### src/rtl/pool_writeback.sv
// pool_writeback: buffers pooled beats in a small FIFO and writes them to the
// feature-map SRAM at base_addr + linear write index, reporting frame status.
module pool_writeback #(
    parameter int ADDR_W = 16,
    parameter int DEPTH  = 4
) (
    input  logic              clk,
    input  logic              rst,
    input  logic              start,
    input  logic              layer1,
    input  logic [15:0]       out_cols,
    input  logic [15:0]       out_rows,
    input  logic [ADDR_W-1:0] base_addr,
    input  logic              in_valid,
    input  logic [255:0]      in_data,
    input  logic              in_end,
    output logic              mem_we,
    output logic [ADDR_W-1:0] mem_addr,
    output logic [255:0]      mem_wdata,
    input  logic              mem_ready,
    output logic              busy,
    output logic              done,
    output logic              short_frame,
    output logic              overflow
);
    localparam int PW = $clog2(DEPTH);

    typedef enum logic [1:0] {IDLE, RUN, DRAIN, DONE} state_t;
    state_t state, state_nxt;

    logic              cfg_l1;
    logic [15:0]       cfg_cols, cfg_rows;
    logic [ADDR_W-1:0] cfg_base;
    logic [31:0]       total, accepted, wr_count;
    logic [15:0]       col, row;

    logic [255:0]      fifo [DEPTH];
    logic [PW:0]       wr_ptr, rd_ptr, count;
    logic              empty, full;

    logic              active, pop, push, drop, last_xfer, drain_empty, end_hit;
    logic [255:0]      push_data;

    assign total     = 32'(cfg_rows) * 32'(cfg_cols);
    assign count     = wr_ptr - rd_ptr;
    assign empty     = (wr_ptr == rd_ptr);
    assign full      = (count == (PW+1)'(DEPTH));
    assign push_data = cfg_l1 ? in_data : {128'b0, in_data[127:0]};

    // Handshake, push/drop decisions and frame-end detection
    always_comb begin
        active      = (state == RUN) || (state == DRAIN);
        mem_we      = active && !empty;
        pop         = mem_we && mem_ready;
        push        = (state == RUN) && in_valid && (accepted < total) && (!full || pop);
        drop        = (state == RUN) && in_valid && !push;
        last_xfer   = pop && (col == cfg_cols - 16'd1) && (row == cfg_rows - 16'd1);
        drain_empty = empty || ((count == (PW+1)'(1)) && pop);
        end_hit     = (state == RUN) && in_end && !last_xfer;
    end

    // Next-state logic; the final transfer wins over a coincident in_end
    always_comb begin
        state_nxt = state;
        case (state)
            IDLE:  if (start) state_nxt = (out_cols == 16'd0 || out_rows == 16'd0) ? DONE : RUN;
            RUN:   if (last_xfer) state_nxt = DONE;
                   else if (in_end) state_nxt = DRAIN;
            DRAIN: if (last_xfer || drain_empty) state_nxt = DONE;
            DONE:  state_nxt = IDLE;
            default: state_nxt = IDLE;
        endcase
    end

    // State, configuration, counters, FIFO pointers and sticky flags
    always_ff @(posedge clk or posedge rst) begin
        if (rst) begin
            state       <= IDLE;
            cfg_l1      <= 1'b0;
            cfg_cols    <= '0;
            cfg_rows    <= '0;
            cfg_base    <= '0;
            accepted    <= '0;
            wr_count    <= '0;
            col         <= '0;
            row         <= '0;
            wr_ptr      <= '0;
            rd_ptr      <= '0;
            short_frame <= 1'b0;
            overflow    <= 1'b0;
        end else begin
            state <= state_nxt;
            if (state == IDLE && start) begin
                cfg_l1      <= layer1;
                cfg_cols    <= out_cols;
                cfg_rows    <= out_rows;
                cfg_base    <= base_addr;
                accepted    <= '0;
                wr_count    <= '0;
                col         <= '0;
                row         <= '0;
                wr_ptr      <= '0;
                rd_ptr      <= '0;
                short_frame <= 1'b0;
                overflow    <= 1'b0;
            end else begin
                if (push) begin
                    wr_ptr   <= wr_ptr + 1'b1;
                    accepted <= accepted + 32'd1;
                end
                if (pop) begin
                    rd_ptr   <= rd_ptr + 1'b1;
                    wr_count <= wr_count + 32'd1;
                    if (col == cfg_cols - 16'd1) begin
                        col <= '0;
                        row <= row + 16'd1;
                    end else begin
                        col <= col + 16'd1;
                    end
                end
                if (drop)    overflow    <= 1'b1;
                if (end_hit) short_frame <= 1'b1;
            end
        end
    end

    // FIFO storage; masking already applied to the pushed word
    always_ff @(posedge clk) begin
        if (push) fifo[wr_ptr[PW-1:0]] <= push_data;
    end

    assign mem_addr  = cfg_base + ADDR_W'(wr_count);
    assign mem_wdata = mem_we ? fifo[rd_ptr[PW-1:0]] : '0;
    assign busy      = (state != IDLE);
    assign done      = (state == DONE);
endmodule

### config.mk
export PLATFORM = sky130hd
export DESIGN_NAME = pool_writeback
export DESIGN_NICKNAME = d
export VERILOG_FILES = /design/src/rtl/pool_writeback.sv
export SDC_FILE = /design/constraint.sdc
export NUM_CORES = 2
export LEC_CHECK = 0
export CAP_MARGIN = 0
export CORE_MARGIN = 2
export CORE_UTILIZATION = 54
export DETAILED_ROUTE_END_ITERATION = 16
export PLACE_DENSITY = 0.73
export SYNTH_ARGS = -nofsm -noshare
export SYNTH_HDL_FRONTEND = slang
export SYNTH_SLANG_ARGS = --single-unit
export TNS_END_PERCENT = 30
### constraint.sdc
create_clock -name clk -period 27.3 [get_ports clk]
set_input_delay 5.46 -clock clk [delete_from_list [all_inputs] [get_ports clk]]
set_output_delay 5.46 -clock clk [all_outputs]
set_load 0.1 [all_outputs]
==> results.toml <==
[setup_path]
cp-end-kind = "flip-flop"
worstReg2RegStart = "cfg_rows[9]$_DFFE_PP0P_"
cpMaxStageDelayCell = "and2_4"
timing.rr.end = "fifo[1][88]$_DFFE_PP_"
critPathLaunch = "cfg_rows[9]$_DFFE_PP0P_"
endpoint = "fifo[1][88]$_DFFE_PP_"
crit_path_max_incr_delay_ns = 0.90
critPathRequiredTime_ns = 27.60
path_class = "reg2reg"
crit_top_cell = "fa_1"
cp.arrival_ns = 12.17
reg2reg_depth = 32
cp_max_fo = 63
cp-start-kind = "flip-flop"
rrSetupSlack_ns = 15.43

[sta]
slew_violations = 0
setup_viol = 0
fmax_ghz = 0.0842
finClkSkew_ns = 0.0684
fin_ws_ns = 15.43
rsz0062_at_grt = "no"
fin_crit_ns = 11.87
fin_crit_sh_pct = 43.5
fin_setup_tns_ns = 0
hold_viol_final = 0
worst_slew_pin_slew_ns = 1.24
max-slew-margin-rel_pct = 16.8

[logic_synthesis]
async_flop_share_pct = 12.0
ys_seq_area_share_pct = 60.1
syn_nets = 4498
synth.top_cells.by_area = "edfxtp_1, mux4_2, fa_1, dfrtp_1, and2_1"
ys_types = 69
synth_ff_type = "edfxtp_1"
synth_edf_count = 1024
ys_seq_elements = 1163
yosysMostFrequentCell = "edfxtp_1"
yosysWarningCount = 0
syn_avg_cell_area_um2 = 14.9
syn_area_um2 = 56900
synth_top_area_share_pct = 54.0
netlist.top_cell.by_area = "edfxtp_1"
synthTopCellsByCount = "edfxtp_1, and2_1, nand2_1"
synth_cells = 3823

[floorplanning]
core_um2 = 105000
die_x_um = 329
start_util_pct = 54.2
die_h_um = 329
die_area_um2 = 108000
io_pins = 588
rows = 119

[placed_design]
portBuffers = 587
dp_slack_ns = 15.35
dp_hpwl_um = 93800
routabilityCongestion = 0.857

[clock_network]
holdBufCountCts = 0
cts_buffer_depth = 3
clock_sinks = 1163
cts_setup_buffers = 0
clkTransAtPathRegs_ns = 0.06
cts.htree.levels = 3
cts_tree = "built"
cts_root_buffer = "clkbuf_16"
cts_resized = 0
cts_made_buffers = 115
clock_latency_ns = 0.73

[global_route]
grt_first_pass_wirelength_um = 209000
grt_pass1_vias = 34200
grt_use_total_pct = 25.7
grt_max_degree = 151
antenna_found_initial = 29
overflow = 0

[detailed_routing]
wirelength_um = 139000
dr.pass1.iters = 5
route.top_layer_used = "met5"
wire_per_inst_um = 23.7
vias_per_cell = 5.69
vias = 33400
antenna_left = 0
wl_met2_um = 68600
drc = 0
wl_met3_um = 11000
wl_met1_um = 54800
drtIter0Drc = 2548

[final_layout]
fin_nets = 5036
seq_area_um2 = 34200
syn_to_final_growth_pct = 19.4
multi_input_area_um2 = 20900
drive_gt1_share_pct = 11.2
num-fill-cells = 7501

[hold_path]
min_path_type = "reg2reg"
hold_depth = 2

[flow_run]
maxCapViolations = 0

[run_status]
outcome = "finished clean"
-- stage by stage --
stage	util [%]	area, µm²	std cells	hold WS, ns
2_1_floorplan	-	56900	3823	0.452
3_3_place_gp	61.0	64100	5635	0.465
6_report	64.7	67900	5863	0.487
4_1_cts	64.7	67900	5851	0.489
5_1_grt	64.7	67900	5858	0.519
3_5_place_dp	61.0	64100	5635	0.474
-- layout make-up --
class / instances / area share (%)
well taps: 1391 / 2.56
clock inverters: 57 / 1.01
inverters: 278 / 1.54
repair buffers: 619 / 9.03
flip-flops and latches: 1163 / 50.4
clock buffers: 159 / 4.63
multi-input cells: 2184 / 30.8
diodes: 12 / 0.0442
-- worst max-delay path, delay by kind of cell, from the launching register on --
kind	cells	cell delay, ns
and+or+nand+nor	3	1.44
buffers and inverters	6	2.43
adders and majority gates	8	3.60
AOI/OAI and AO/OA	15	3.04
DFF	1	0.85
-- flip-flops by register name (all words and copies together), names as in the netlist --
name,count
fifo,1024
wr_count,16
cfg_base,16
state,2
short_frame,1
overflow,1
wr_ptr,3
cfg_rows,16
cfg_l1,1
rd_ptr,3
row,16
cfg_cols,16
accepted,32
col,16
-- layer usage --
layer,up-vias,GRT usage [%]
li1,14900,-
met1,17100,33.9
met2,1029,41.7
met3,228,7.53
met4,38,7.52
met5,-,0
-- worst min path at each step --
stage | startpoint | end | slack [ns]
after floorplan | cfg_base[0]$_DFFE_PP0P_ | cfg_base[0]$_DFFE_PP0P_ | 0.45
after global placement | cfg_base[2]$_DFFE_PP0P_ | cfg_base[2]$_DFFE_PP0P_ | 0.47
after detailed placement | cfg_base[11]$_DFFE_PP0P_ | cfg_base[11]$_DFFE_PP0P_ | 0.47
after CTS | cfg_base[11]$_DFFE_PP0P_ | cfg_base[11]$_DFFE_PP0P_ | 0.49
after global routing | cfg_base[14]$_DFFE_PP0P_ | cfg_base[14]$_DFFE_PP0P_ | 0.52
final | cfg_base[11]$_DFFE_PP0P_ | cfg_base[11]$_DFFE_PP0P_ | 0.49
-- layout by cell type, fill, tap and decap left out, types with 26 or more instances in the layout --
master	n
a21o_1	33
a21oi_1	74
and2_1	500
and3_1	27
buf_4	33
clkbuf_1	35
clkbuf_16	116
clkdlybuf4s50_1	584
dfrtp_1	136
edfxtp_1	1024
fa_1	196
ha_1	168
inv_1	277
mux4_2	256
nand2_1	345
nand3_1	42
nor2_1	92
o21ai_0	67
or3_1	29
or4_1	26
xnor2_1	68
xor2_1	50
-- cells by family (layout without fill, tap and decap cells) --
| kind of cell | Yosys count | in the layout | synth area share (%) |
|---|---|---|---|
| buf+inv | 476 | 1113 | 3.17 |
| xor+xnor | 118 | 118 | 1.82 |
| flops | 1163 | 1163 | 60.1 |
| compound gates | 263 | 263 | 2.92 |
| other cells | 0 | 12 | 0 |
| mux | 261 | 261 | 10.2 |
| simple gates | 1178 | 1178 | 11.1 |
| fa+ha+maj | 364 | 364 | 10.6 |
Power is not shown: default switching activity piles up to over one toggle a cycle in this logic, so the estimate is an artifact.
